===== src/rtl/neander_ctrl.sv =====
// ============================================================================
// neander_ctrl -- Moore control unit for the Neander 8-bit accumulator CPU.
//
// Sequences fetch (F0..F2), decode (DEC) and execute (XN, SK, A0..A2, B1, B2)
// and drives every datapath load/select strobe. Outputs are registered and
// are a function of the registered state only.
//
// Parameters:
//   MEM_LAT    memory read latency in cycles of mem_rd (legal 1..4)
//
// Optional feature (compile-time macro):
//   NEANDER_CTRL_ILLEGAL_TRAP_EN
//     defined   : opcodes 0111, 1011..1110 halt the CPU and set sticky illegal
//     undefined : those opcodes behave as NOP, illegal is constant 0
//
// Ports:
//   clk, rst           clock (rising edge), asynchronous active-high reset
//   start              pulse; leaves IDLE/HALT and starts fetching at PC
//   opcode, n, z       RI opcode and NZ flags, sampled only in DEC
//   load_rem, sel_rem  REM load; source 0=PC, 1=memory data
//   inc_pc, load_pc    PC increment / PC <= memory data
//   mem_rd, mem_wr     memory read / write strobes
//   load_ri            RI <= memory data
//   load_ac, load_nz   AC <= ALU result, NZ <= ALU flags
//   ula_op             000 pass, 001 ADD, 010 OR, 011 AND, 100 NOT
//   halted, illegal    HALT indicator, sticky illegal-opcode flag
//   dbg_state          current FSM state encoding (observation only)
//
// Handshake: there is no valid/ready pair; start is a one-cycle request that
// is honoured only in IDLE or HALT and silently dropped in every other state.
// ============================================================================
module neander_ctrl #(
    parameter int MEM_LAT = 1
) (
    input  logic       clk,
    input  logic       rst,
    input  logic       start,
    input  logic [3:0] opcode,
    input  logic       n,
    input  logic       z,
    output logic       load_rem,
    output logic       sel_rem,
    output logic       inc_pc,
    output logic       load_pc,
    output logic       mem_rd,
    output logic       mem_wr,
    output logic       load_ri,
    output logic       load_ac,
    output logic       load_nz,
    output logic [2:0] ula_op,
    output logic       halted,
    output logic       illegal,
    output logic [3:0] dbg_state
);

    typedef enum logic [3:0] {
        S_IDLE = 4'd0,
        S_F0   = 4'd1,
        S_F1   = 4'd2,
        S_F2   = 4'd3,
        S_DEC  = 4'd4,
        S_XN   = 4'd5,
        S_SK   = 4'd6,
        S_A0   = 4'd7,
        S_A1   = 4'd8,
        S_A2   = 4'd9,
        S_B1   = 4'd10,
        S_B2   = 4'd11,
        S_HALT = 4'd12
    } state_t;

    typedef struct packed {
        logic       load_rem;
        logic       sel_rem;
        logic       inc_pc;
        logic       load_pc;
        logic       mem_rd;
        logic       mem_wr;
        logic       load_ri;
        logic       load_ac;
        logic       load_nz;
        logic [2:0] ula_op;
        logic       halted;
    } ctrl_t;

    localparam logic [3:0] OP_NOP = 4'h0;
    localparam logic [3:0] OP_STA = 4'h1;
    localparam logic [3:0] OP_LDA = 4'h2;
    localparam logic [3:0] OP_ADD = 4'h3;
    localparam logic [3:0] OP_OR  = 4'h4;
    localparam logic [3:0] OP_AND = 4'h5;
    localparam logic [3:0] OP_NOT = 4'h6;
    localparam logic [3:0] OP_JMP = 4'h8;
    localparam logic [3:0] OP_JN  = 4'h9;
    localparam logic [3:0] OP_JZ  = 4'hA;
    localparam logic [3:0] OP_HLT = 4'hF;

    // Wait-counter value of the final cycle of a memory read.
    localparam logic [1:0] LAST = 2'(MEM_LAT - 1);

    state_t     state, state_n;
    logic [1:0] cnt, cnt_n;
    logic [3:0] op_q, op_n;      // opcode captured in DEC for A2/B1/B2
    logic       illegal_q, illegal_n;
    ctrl_t      ctrl_q;

    function automatic logic is_jump(input logic [3:0] op);
        return (op == OP_JMP) || (op == OP_JN) || (op == OP_JZ);
    endfunction

    // Strobes belonging to a given state; registered one cycle ahead so the
    // outputs line up exactly with the state they describe.
    function automatic ctrl_t decode(input state_t s, input logic [1:0] c,
                                     input logic [3:0] op);
        ctrl_t o;
        o = '0;
        case (s)
            S_F0, S_A0: o.load_rem = 1'b1;
            S_F1, S_A1: begin
                o.mem_rd = 1'b1;
                o.inc_pc = (c == LAST);
            end
            S_F2: o.load_ri = 1'b1;
            S_XN: begin
                o.ula_op  = 3'b100;
                o.load_ac = 1'b1;
                o.load_nz = 1'b1;
            end
            S_SK: o.inc_pc = 1'b1;
            S_A2: begin
                if (is_jump(op)) begin
                    o.load_pc = 1'b1;
                end else begin
                    o.load_rem = 1'b1;
                    o.sel_rem  = 1'b1;
                end
            end
            S_B1: begin
                if (op == OP_STA) o.mem_wr = 1'b1;
                else              o.mem_rd = 1'b1;
            end
            S_B2: begin
                o.load_ac = 1'b1;
                o.load_nz = 1'b1;
                case (op)
                    OP_ADD:  o.ula_op = 3'b001;
                    OP_OR:   o.ula_op = 3'b010;
                    OP_AND:  o.ula_op = 3'b011;
                    default: o.ula_op = 3'b000;
                endcase
            end
            S_HALT: o.halted = 1'b1;
            default: o = '0;
        endcase
        return o;
    endfunction

    always_comb begin
        state_n   = state;
        cnt_n     = cnt + 2'd1;
        op_n      = op_q;
        illegal_n = illegal_q;
        case (state)
            S_IDLE: if (start) state_n = S_F0;
            S_HALT: if (start) begin
                state_n   = S_F0;
                illegal_n = 1'b0;
            end
            S_F0: begin
                state_n = S_F1;
                cnt_n   = 2'd0;
            end
            S_F1: if (cnt == LAST) state_n = S_F2;
            S_F2: state_n = S_DEC;
            S_DEC: begin
                op_n = opcode;
                case (opcode)
                    OP_NOP: state_n = S_F0;
                    OP_NOT: state_n = S_XN;
                    OP_HLT: state_n = S_HALT;
                    OP_JN:  state_n = n ? S_A0 : S_SK;
                    OP_JZ:  state_n = z ? S_A0 : S_SK;
                    OP_STA, OP_LDA, OP_ADD, OP_OR, OP_AND, OP_JMP:
                            state_n = S_A0;
                    default: begin
`ifdef NEANDER_CTRL_ILLEGAL_TRAP_EN
                        state_n   = S_HALT;
                        illegal_n = 1'b1;
`else
                        state_n = S_F0;
`endif
                    end
                endcase
            end
            S_XN, S_SK: state_n = S_F0;
            S_A0: begin
                state_n = S_A1;
                cnt_n   = 2'd0;
            end
            S_A1: if (cnt == LAST) state_n = S_A2;
            S_A2: begin
                if (is_jump(op_q)) begin
                    state_n = S_F0;
                end else begin
                    state_n = S_B1;
                    cnt_n   = 2'd0;
                end
            end
            S_B1: begin
                if (op_q == OP_STA)   state_n = S_F0;
                else if (cnt == LAST) state_n = S_B2;
            end
            S_B2: state_n = S_F0;
            default: state_n = S_IDLE;
        endcase
    end

    always_ff @(posedge clk or posedge rst) begin
        if (rst) begin
            state     <= S_IDLE;
            cnt       <= 2'd0;
            op_q      <= 4'd0;
            illegal_q <= 1'b0;
            ctrl_q    <= '0;
        end else begin
            state     <= state_n;
            cnt       <= cnt_n;
            op_q      <= op_n;
            illegal_q <= illegal_n;
            ctrl_q    <= decode(state_n, cnt_n, op_n);
        end
    end

    assign load_rem  = ctrl_q.load_rem;
    assign sel_rem   = ctrl_q.sel_rem;
    assign inc_pc    = ctrl_q.inc_pc;
    assign load_pc   = ctrl_q.load_pc;
    assign mem_rd    = ctrl_q.mem_rd;
    assign mem_wr    = ctrl_q.mem_wr;
    assign load_ri   = ctrl_q.load_ri;
    assign load_ac   = ctrl_q.load_ac;
    assign load_nz   = ctrl_q.load_nz;
    assign ula_op    = ctrl_q.ula_op;
    assign halted    = ctrl_q.halted;
    assign illegal   = illegal_q;
    assign dbg_state = state;

endmodule


===== config.mk =====
export PLATFORM = sky130hd
export DESIGN_NAME = neander_ctrl
export DESIGN_NICKNAME = d
export VERILOG_FILES = /design/src/rtl/neander_ctrl.sv
export SDC_FILE = /design/constraint.sdc
export NUM_CORES = 1
export LEC_CHECK = 0
export ABC_AREA = 1
export CORE_ASPECT_RATIO = 1.5
export CORE_MARGIN = 8
export CORE_UTILIZATION = 50
export DETAILED_ROUTE_END_ITERATION = 7
export GPL_TIMING_DRIVEN = 0
export PLACE_DENSITY = 0.74
export SLEW_MARGIN = 10
export SYNTH_ARGS = -nofsm -noshare
export SYNTH_HDL_FRONTEND = slang
export SYNTH_SLANG_ARGS = --single-unit
export TNS_END_PERCENT = 50

===== constraint.sdc =====
create_clock -name clk -period 1.7 [get_ports clk]
set_input_delay 0.17 -clock clk [delete_from_list [all_inputs] [get_ports clk]]
set_output_delay 0.17 -clock clk [all_outputs]
set_load 0.01 [all_outputs]

# Word level (Yosys, flattened, before mapping)
# Index checks and enable logic that the tools add are counted.
dict set report word_totals {
  ff_bits 23
  input_bits 9
  output_inout_bits 18
  wordCells 99
}
dict set report classes {
  add_sub_neg 1
  n_eq_ne 44
  mux 27
  n_reduce_logical 13
}
# cell n
set ops {}
lappend ops {{4-bit == test, second input constant} 20}
lappend ops {{4-bit by 3-bit == test with 1-bit output, second input constant} 12}
lappend ops {{4-bit case mux with 10 select lines} 1}
lappend ops {{4-bit by 2-bit == test with 1-bit output, second input constant} 7}
lappend ops {{4-bit 2-to-1 mux} 7}
lappend ops {{4-bit by 1-bit == test with 1-bit output, second input constant} 5}
lappend ops {{4-bit case mux with 5 select lines} 1}
lappend ops {{1-bit 2-to-1 mux} 10}
lappend ops {{5-bit case mux with 2 select lines} 1}
lappend ops {{2-bit OR reduction} 4}
lappend ops {{1-bit case mux with 2 select lines} 3}
lappend ops {{2-bit case mux with 3 select lines} 1}
lappend ops {{6-bit OR reduction} 1}
lappend ops {{2-bit logical NOT} 2}
lappend ops {{4-bit logical NOT} 1}
lappend ops {{1-bit logical OR} 4}
lappend ops {{2-bit 2-to-1 mux} 2}
lappend ops {{2-bit case mux with 2 select lines} 1}
lappend ops {{3-bit OR reduction} 1}
lappend ops {{2-bit by 1-bit adder with 2-bit output, second input constant} 1}

# Longest topological paths before layout
# Gate-level depths: netlist (run 1).
dict set report logic_depth {
  depth_word 8
  mapped_depth 15
  ltp_nobuf 15
}

# Worst setup path after synthesis (run 1)
# OpenSTA, ideal clock, no wires.
dict set report synth_path {
  path_type {reg2reg}
  from {reg state[0], in the netlist dbg_state[0]}
  to {reg ctrl_q, in the netlist inc_pc}
  setup_ns 0.116
  t_arrival_ns 1.438
  t_required_ns 1.584
  slack_ns 0.146
  path_stages_with_launch 15
  path_buffers 0
  synth_period_minus_slack_ns 1.554
  cell_sequence {dfrtp_1 nor2_2 nand2_1 nand2_1 nand2_1 nand2_1 inv_1 nand2_1 inv_2 nand2_2 nor2_4 nand2_1 nand2_1 nand2_1 nand2_1}
}
dict set report synth_between {
  elab_chain_len 6
  word_cells_on_any_way 29
  classes_between {15 x eq/ne; 8 x mux; 6 x reduce/logical}
}
# element line_no
set synth_rtl {}
lappend synth_rtl {{from (decl)} 101} ;# state_t state, state_n;
lappend synth_rtl {{from (signal assigned)} 226} ;# state <= state_n;
lappend synth_rtl {{4-bit == test (tied with other cells)} 163} ;# case (state)
lappend synth_rtl {{3-bit OR reduction (no source line) (tied with other cells)} n/a}
lappend synth_rtl {{4-bit case mux with 10 select lines *} 163}
lappend synth_rtl {{net state_n[0]} 101}
lappend synth_rtl {{4-bit by 2-bit == test with 1-bit output / 4-bit == test (equally long branches)} 117} ;# case (s)
lappend synth_rtl {{2-bit OR reduction} 117}
lappend synth_rtl {{1-bit case mux with 2 select lines *} 117}
lappend synth_rtl {{to (signal assigned)} 230} ;# ctrl_q <= decode(state_n, cnt_n, op_n);
lappend synth_rtl {{to (decl)} 105} ;# ctrl_t ctrl_q;
# Mark *: on every way through the listed nets, which the timed path passes. The rest lies on a longest branch.

# Final worst setup path (run 1)
# Same ends and word-level chain as after synthesis.

==> results of run 1 <==
==> repair_timing <==
action	4_1_cts	5_1_grt
pin swaps	0	10
setup endpoints to repair	5	9
gates resized for setup	5	15
gates cloned	0	0
buffers inserted	0	2
==> area by class of cell <==
class | instances | area share, %
Clock inverter | 1 | 1.75
Multi-Input combinational cell | 129 | 39.6
Sequential cell | 22 | 32.4
Timing Repair Buffer | 27 | 15.5
Clock buffer | 3 | 1.31
Tap cell | 24 | 1.75
Buffer | 2 | 0.876
Inverter | 31 | 6.79
==> synthesized netlist by cell type <==
cell	count
o21ai_1	5
dfrtp_1	22
buf_4	2
nor2_2	2
inv_1	18
a21oi_2	1
o211ai_1	1
clkinv_1	2
nand2_2	4
o21ai_2	2
nor2_4	2
nor3_1	2
inv_2	11
nand2_1	50
nor2_1	27
nand3_2	3
nand4_1	1
o21ai_0	3
nand2_4	1
nor3_2	1
nand3_1	12
conb_1	1
a21oi_1	6
ha_1	1
a21boi_0	1
o21a_1	1
or2_1	2
==> worst max-delay path, cell delays in order (launching register included) <==
cell	delay (ns)
dfrtp_2	0.51
nor2_4	0.20
inv_2	0.06
nand3_1	0.08
o21ai_1	0.06
nor2_1	0.11
nand2_1	0.11
inv_2	0.08
nand2_4	0.07
nor2_4	0.15
nand2_2	0.06
nand2_1	0.06
nand2_1	0.05
nand2_1	0.06
==> metal layers <==
layer  share of wire (%)  track usage [%]
met4                 2.6             7.39
met3                 2.9             1.63
met2                  57             25.4
met1                  37             13.7
met5                   0                0
==> worst min-delay path by stage <==
stage | startpoint | endpoint | slack, ns | depth (start not counted)
floorplan | rst | cnt[0]$_DFF_PP0_ | 0.16 | 1
global placement | cnt[0]$_DFF_PP0_ | cnt[0]$_DFF_PP0_ | 0.43 | 1
detailed placement | cnt[0]$_DFF_PP0_ | cnt[0]$_DFF_PP0_ | 0.44 | 1
CTS | rst | op_q[1]$_DFF_PP0_ | 0.34 | 2
global route | rst | ula_op[2]$_DFF_PP0_ | 0.37 | 2
finish | rst | halted$_DFF_PP0_ | 0.29 | 2
==> flip-flops by register name, indices dropped and copies added (netlist names) <==
signal / flops
dbg_state: 4
op_q: 4
ula_op: 3
cnt: 2
halted: 1
inc_pc: 1
load_ac: 1
load_pc: 1
load_rem: 1
load_ri: 1
mem_rd: 1
mem_wr: 1
sel_rem: 1
==> stage by stage <==
step	TNS, ns	std cells	utilization, %	power [mW]	cell area, µm²
6_report	-0.00742	239	69.2	3.12	1710
5_1_grt	-0.515	239	69.2	3.40	1710
4_1_cts	0	237	66.7	2.93	1650
3_5_place_dp	-2.10	233	64.0	2.49	1590
3_3_place_gp	-1.57	233	64.0	2.45	1590
2_1_floorplan	0	184	-	2.00	1310
==> where the power goes <==
part	total (mW)	internal, mW	switching, mW
Clock	0.411	0.238	0.173
Sequential	0.866	0.709	0.157
Combinational	1.85	0.714	1.13
==> logic make-up (layout without fill, tap and decap cells) <==
| family | count (synthesis) | in the layout |
|---|---|---|
| and+or+nand+nor | 107 | 107 |
| buffers and inverters | 33 | 64 |
| DFF | 22 | 22 |
| AOI/OAI and AO/OA | 20 | 20 |
| adders and majority gates | 1 | 1 |
| other | 1 | 1 |
==> run_results.csv, run 1 <==
group,metric,value,unit
sta,fin_ws,-0.00742,ns
synth,synth_seq_cells,22,
clock_tree,cts_buffers,3,
synth,yosys.area_share.simple,37.5,%
detailed_routing,vias,1233,
sta,rsz0062_at_grt,"true",
cells_and_area,area_growth,31.2,%
grt,track_usage,13.4,%
cells_and_area,fin_nets,226,
synth,synth_cell_types,27,
cells_and_area,final_common_cell,"nand2_1",
synth,synthesis.area_per_instance,7.10,µm²
clock_tree,htreeDepth,1,
cells_and_area,layout-drive-gt1-share,23.3,%
floorplanning,io_pins,27,
flow_run,maxCapViolations,0,
synth,yosys.area_share.xor_xnor,0,%
power,power_density,1820,nW/µm²
critical_path,rrSetupSlack,-0.007,ns
critical_path,cp-end-kind,"register",
detailed_routing,drt-initial-drc-count,30,
critical_path,reg2reg_depth,13,
clock_tree,cts-root-buf,"clkbuf_4",
synth,synth_adder_area_share,0.958,%
floorplanning,die_h,78.6,µm
clock_tree,clk_pin_slew_worst_paths,0.14,ns
critical_path,path_max_fanout,7,
synth,postSynthCellCount,184,
synth,synthMuxAreaShare,0,%
place,port_buffers,25,
power,ir_drop,1100,µV
critical_path,start_kind,"register",
worst_hold_path,hold_class,"input port to asynchronous set/reset pin",
clock_tree,clockBufferDepth,2,
detailed_routing,drc_errors,0,
place,place_congestion,0.902,
cells_and_area,multi_input_area,679,µm²
sta,finalClockSkew,0.00608,ns
place,place_ws,-0.319,ns
outcome,violations,"setup timing",
clock_tree,numClockSinks,22,
synth,synth_fp_nets,194,
critical_path,r2r-end,"inc_pc$_DFF_PP0_",
synth,synth_top_family_by_area,"simple AND/OR/NAND/NOR gates",
sta,worst_pin_slew,0.796,ns
synth,yosys.area.top_type,"dfrtp_1",
cells_and_area,n_antenna_cell,0,
cells_and_area,final_cell_mix,"nand2_1 (46), clkdlybuf4s50_1 (25), nor2_1 (24), inv_1 (18), dfrtp_1 (18)",
sta,finalMaxSlewViolations,0,
critical_path,critPathRequiredTime,1.96,ns
floorplanning,dieWidth,57.7,µm
critical_path,startpoint,"dbg_state[0]$_DFF_PP0_",
cells_and_area,ff_latch_area,556,µm²
clock_tree,hold_buffers,0,
grt,grt_max_degree,23,
synth,synth_compound_area_share,9.10,%
detailed_routing,drtPass1Iterations,4,
synth,syn_area,1310,µm²
critical_path,r2r-start,"dbg_state[0]$_DFF_PP0_",
floorplanning,core_area,2480,µm²
place,dp.final_hpwl,2.33,mm
critical_path,path_class,"register to register",
critical_path,cp_data_arrival_time,1.97,ns
outcome,status,"complete, but fails checks",
grt,grt-ovfl-total,0,
grt,grt_pass1_vias,1174,
clock_tree,cts_tree,"yes",
sta,period_share,100,%
sta,hold_violations,0,
clock_tree,clk_latency,0.31,ns
detailed_routing,routed_wl,3.05,mm
sta,whs,0.291,ns
power,leakage,0.869,nW
sta,setup_viol,1,
synth,ys.warnings.count,0,
detailed_routing,avgRoutedWirePerCell,12.8,µm
synth,synth_top_area_share,42.1,%
critical_path,crit_path_end,"inc_pc$_DFF_PP0_",
detailed_routing,ant_nets,0,
floorplanning,dieArea,4540,µm²
sta,fmax,586,MHz
synth,synthTopCellsByArea,"dfrtp_1 (42%), nand2_1 (14%), nor2_1 (7.8%)",
sta,max_slew_margin,46.9,%
detailed_routing,viasPerCell,5.16,
floorplanning,initial_core_util,52.7,%
grt,antenna_found_initial,0,
sta,finalWorstPathRequiredPeriod,1.71,ns
cells_and_area,fillers,216,
synth,ys_seq_area_share,42.1,%
grt,grt_pass1_wl,4.95,mm
floorplanning,num_rows,22,
No activity file was read; power rests on OpenSTA's default activity.
==> inputs of run 2 (changes only) <==
- SLEW_MARGIN: 10 -> 20
- clock period: 1.7 -> 1.8 ns (I/O delays scaled with it)
==> run 2 against run 1 <==
Effect of this change:
- via count shrank 0.81%
- clock power shrank 6.1%
- the run now ends clean
- worst hold slack gained 0.014 ns
- largest power group unchanged
- final area shrank 2.7%
- sequential power shrank 6.6%
- die area is the same
- global-route usage grew 0.099 points
- highest routed layer unchanged
==> run_results.csv, run 2 (synthesis results as in run 1) <==
group,metric,value,unit
clock_tree,clk_pin_slew_worst_paths,0.13,ns
flow_run,maxCapViolations,0,
detailed_routing,avgRoutedWirePerCell,12.3,µm
power,power_density,1680,nW/µm²
clock_tree,cts-root-buf,"clkbuf_4",
clock_tree,cts_tree,"yes",
place,place_congestion,0.902,
sta,period_share,93.7,%
floorplanning,initial_core_util,52.7,%
clock_tree,numClockSinks,22,
place,placed_cell_area,1590,µm²
sta,setup_viol,0,
cells_and_area,final_area,1670,µm²
critical_path,startpoint,"dbg_state[1]$_DFF_PP0_",
sta,max_slew_margin,46.6,%
clock_tree,hold_buffers,0,
clock_tree,clockBufferDepth,2,
cells_and_area,post-route-util,67.3,%
clock_tree,post_cts_buffers,0,
critical_path,reg2reg_depth,11,
sta,hold_violations,0,
cells_and_area,fin_nets,224,
grt,antenna_found_initial,0,
power,leakage,0.853,nW
detailed_routing,drt-initial-drc-count,36,
clock_tree,cts_buffers,3,
critical_path,critPathRequiredTime,2.06,ns
critical_path,cp_data_arrival_time,1.95,ns
clock_tree,htreeDepth,1,
floorplanning,die_h,78.6,µm
detailed_routing,viasPerCell,5.16,
place,place_ws,-0.229,ns
place,port_buffers,25,
sta,rsz0062_at_grt,"true",
critical_path,start_kind,"register",
floorplanning,dieWidth,57.7,µm
sta,finalMaxSlewViolations,0,
critical_path,crit_path_end,"inc_pc$_DFF_PP0_",
detailed_routing,ant_nets,0,
sta,finalClockSkew,0.00199,ns
clock_tree,clk_latency,0.31,ns
detailed_routing,drc_errors,0,
grt,grt_pass1_vias,1175,
cells_and_area,n_antenna_cell,0,
cells_and_area,final_common_cell,"nand2_1",
floorplanning,dieArea,4540,µm²
critical_path,cp-end-kind,"register",
grt,grt_max_degree,23,
floorplanning,num_rows,22,
sta,fin_ws,0.114,ns
critical_path,rrSetupSlack,0.11,ns
sta,worst_pin_slew,0.800,ns
detailed_routing,vias,1223,
critical_path,r2r-start,"dbg_state[1]$_DFF_PP0_",
power,ir_drop,1150,µV
critical_path,path_max_fanout,4,
sta,finalWorstPathRequiredPeriod,1.69,ns
worst_hold_path,hold_class,"input port to asynchronous set/reset pin",
detailed_routing,routed_wl,2.91,mm
detailed_routing,drtPass1Iterations,4,
floorplanning,io_pins,27,
sta,fin_setup_tns,0,ns
cells_and_area,area_growth,27.7,%
place,dp.final_hpwl,2.33,mm
grt,grt-ovfl-total,0,
grt,grt_pass1_wl,4.98,mm
cells_and_area,final_cell_mix,"nand2_1 (50), nor2_1 (25), clkdlybuf4s50_1 (25), inv_1 (18), dfrtp_1 (18)",
power,power.total,2.81,mW
critical_path,r2r-end,"inc_pc$_DFF_PP0_",
floorplanning,core_area,2480,µm²
sta,fmax,593,MHz
clock_tree,cts.repair.resized,0,
outcome,status,"complete, no violations",
grt,track_usage,13.5,%
critical_path,path_class,"register to register",
cells_and_area,layout-drive-gt1-share,19.2,%
run 2: report_power, final:
group          total, mW  internal (mW)  switching (mW)
clock              0.386          0.225           0.161
sequential         0.809          0.670           0.139
combinational       1.61          0.621           0.990
total               2.81           1.52            1.29
run 2: metrics by stage:
step / hold WS [ns] / std cells
2_1_floorplan: 0.169 / 184
3_3_place_gp: 0.426 / 233
3_5_place_dp: 0.439 / 233
4_1_cts: 0.351 / 237
5_1_grt: 0.382 / 237
6_report: 0.305 / 237
run 2: final cells by class:
| cell class | count | area (µm²) |
|---|---|---|
| Buffer | 2 | 15.0 |
| Clock buffer | 3 | 22.5 |
| Clock inverter | 1 | 30.0 |
| Fill cell | 211 | 810 |
| Inverter | 31 | 116 |
| Multi-Input combinational cell | 129 | 648 |
| Sequential cell | 22 | 556 |
| Tap cell | 24 | 30.0 |
| Timing Repair Buffer | 25 | 250 |
run 2: per-layer routing:
layer	up-vias	routed length [µm]	global-route usage (%)
met4	0	87	7.39
met1	554	1100	14.0
li1	628	-	-
met3	9	89	1.63
met2	32	1630	25.4
met5	-	0	0
run 2: worst min-delay path by stage:
stage | to | slack (ns) | depth (start not counted)
final | ula_op[2]$_DFF_PP0_ | 0.30 | 2
after global routing | ula_op[2]$_DFF_PP0_ | 0.38 | 2
after CTS | op_q[1]$_DFF_PP0_ | 0.35 | 2
after detailed placement | cnt[0]$_DFF_PP0_ | 0.44 | 1
after global placement | cnt[0]$_DFF_PP0_ | 0.43 | 1
after floorplan | cnt[0]$_DFF_PP0_ | 0.17 | 1
run 2: critical path, stage by stage, from the launching register on:
cell,delay (ns)
dfrtp_2,0.48
nor2_4,0.19
inv_2,0.06
nand3_1,0.08
o21ai_1,0.06
nor2_1,0.12
nand2_1,0.10
a21oi_1,0.21
nand3_1,0.14
nand2_1,0.09
nand2_1,0.05
nand2_1,0.05
==> inputs of run 3 (changes only) <==
- PLACE_DENSITY: 0.74 -> 0.76
==> run 3 against run 2 <==
Effect of this change:
- routed wire length rose by 11%
- worst hold slack improved by 0.011 ns
- register-to-register slack worse by 0.07 ns
- global-route usage is 0.97 points higher
- critical endpoint unchanged
- largest power group unchanged
- highest routed layer unchanged
==> run_results.csv, run 3 (synthesis results as in run 1) <==
group,metric,value,unit
detailed_routing,viasPerCell,5.27,
critical_path,rrSetupSlack,0.04,ns
clock_tree,cts_buffers,3,
floorplanning,core_area,2480,µm²
critical_path,critical_path.most_common_cell,"nand2_1",
cells_and_area,fillers,185,
grt,antenna_found_initial,0,
critical_path,reg2reg_depth,15,
place,port_buffers,25,
detailed_routing,drc_errors,0,
worst_hold_path,hold_class,"input port to asynchronous set/reset pin",
clock_tree,numClockSinks,22,
sta,finalClockSkew,0.00856,ns
critical_path,slowest_delay,0.51,ns
sta,finalMaxSlewViolations,0,
cells_and_area,final_cells,243,
power,power_density,1740,nW/µm²
detailed_routing,avgRoutedWirePerCell,13.2,µm
power,ir_drop,983,µV
sta,max_slew_margin,45.1,%
detailed_routing,routed.top_layer,"met4",
grt,track_usage,14.5,%
floorplanning,initial_core_util,52.7,%
critical_path,cp_data_arrival_time,1.98,ns
detailed_routing,drtPass1Iterations,4,
floorplanning,dieWidth,57.7,µm
sta,rsz0062_at_grt,"true",
cells_and_area,final_common_cell,"nand2_1",
critical_path,r2r-start,"dbg_state[0]$_DFF_PP0_",
grt,grt_max_degree,23,
grt,grt_pass1_vias,1267,
cells_and_area,area_growth,36.0,%
critical_path,crit_chain,"nor2_4 > buf_4 > nand2_4 > nand2_1 > nand2_1 > nand2_1 > inv_1 > nand2_2 > inv_2 > nand2_4 > nor2_4 > nand2_2 > nand2_1 > nand2_1 > nand2_1",
critical_path,path_class,"register to register",
detailed_routing,vias,1280,
cells_and_area,layout-drive-gt1-share,26.0,%
critical_path,crit_slowest_cell,"dfrtp_2",
clock_tree,cts_tree,"yes",
sta,hold_violations,0,
clock_tree,clk_latency,0.31,ns
detailed_routing,ant_nets,0,
critical_path,cp-end-kind,"register",
place,place_congestion,0.930,
cells_and_area,n_antenna_cell,0,
floorplanning,dieArea,4540,µm²
floorplanning,io_pins,27,
grt,grt_pass1_wl,5.35,mm
sta,fin_setup_tns,0,ns
critical_path,start_kind,"register",
place,dp.cells,233,
sta,period_share,97.8,%
sta,finalWorstPathRequiredPeriod,1.76,ns
clock_tree,clockBufferDepth,2,
critical_path,critPathRequiredTime,2.02,ns
critical_path,r2r-end,"inc_pc$_DFF_PP0_",
power,power.total,3.10,mW
detailed_routing,drt-initial-drc-count,49,
detailed_routing,wl_met2,1.72,mm
cells_and_area,final_cell_mix,"nand2_1 (46), clkdlybuf4s50_1 (24), nor2_1 (21), dfrtp_1 (21), inv_1 (18)",
floorplanning,die_h,78.6,µm
power,leakage,0.914,nW
clock_tree,clk_pin_slew_worst_paths,0.13,ns
clock_tree,htreeDepth,1,
floorplanning,num_rows,22,
clock_tree,cts-root-buf,"clkbuf_4",
detailed_routing,met3WireLength,166,µm
outcome,status,"complete, no violations",
critical_path,path_max_fanout,7,
detailed_routing,routed_wl,3.21,mm
sta,fmax,568,MHz
place,dp.final_hpwl,2.37,mm
sta,worst_pin_slew,0.822,ns
grt,grt-ovfl-total,0,
flow_run,maxCapViolations,0,
cells_and_area,fin_nets,230,
sta,setup_viol,0,
detailed_routing,m1WireLength,1.22,mm
[run 3: changes by cell type in the layout (fill, tap and decap cells not counted), moves of 2 or more]
cell,previous run,this run
nand2_4,1,3
nor2_1,25,21
nand3_2,3,6
dfrtp_1,18,21
nand3_1,12,9
nand2_2,4,7
nand2_1,50,46
nor2_2,2,5
dfrtp_2,4,1
buf_4,2,7
[run 3: how the worst max path moves through the flow]
stage | start | to | depth (start not counted)
final | dbg_state[0]$_DFF_PP0_ | inc_pc$_DFF_PP0_ | 15
after global routing | dbg_state[0]$_DFF_PP0_ | inc_pc$_DFF_PP0_ | 15
after CTS | dbg_state[0]$_DFF_PP0_ | inc_pc$_DFF_PP0_ | 14
after detailed placement | opcode[2] | load_ac$_DFF_PP0_ | 9
after global placement | opcode[1] | load_ac$_DFF_PP0_ | 9
after floorplan | dbg_state[0]$_DFF_PP0_ | inc_pc$_DFF_PP0_ | 14
[run 3: power by group]
group          leakage [nW]  switching [mW]  internal, mW
clock network        0.0279           0.154         0.225
registers             0.285           0.147         0.663
logic                 0.601            1.17         0.738
[run 3: layout make-up]
cell class                      count  area (µm²)  share of cell area [%]
Multi-Input combinational cell    130         718                    40.4
Sequential cell                    22         552                    31.1
Timing Repair Buffer               30         290                    16.3
Inverter                           31         119                    6.69
Clock inverter                      1        30.0                    1.69
Tap cell                           24        30.0                    1.69
Clock buffer                        3        22.5                    1.27
Buffer                              2        15.0                   0.845
[run 3: through the flow]
step           area (µm²)  hold slack (ns)  setup slack (ns)  utilization, %
6_report             1780            0.316            0.0399            71.7
5_1_grt              1780            0.397           -0.0751            71.7
4_1_cts              1640            0.343            0.0405            66.4
3_5_place_dp         1590            0.430            -0.243            64.0
3_3_place_gp         1590            0.427            -0.187            64.0
2_1_floorplan        1310            0.169             0.246               -
[run 3: critical path: cells and delay by family (launching register included)]
| kind | cells | cell delay [ns] |
|---|---|---|
| and+or+nand+nor | 12 | 0.89 |
| DFF | 1 | 0.51 |
| buffers and inverters | 3 | 0.26 |
[run 3: per-layer routing]
layer	global-route usage (%)	up-vias
met5	0	-
met4	7.64	0
met3	2.28	10
met2	26.4	52
met1	15.5	579
li1	-	639
[run 3: timing repair]
item / in CTS / in global routing
buffers inserted: 0 / 5
gates resized for setup: 1 / 25
gates cloned: 0 / 1
hold buffers: 0 / 0
endpoints found under the setup margin: 1 / 8
pin swaps: 0 / 14
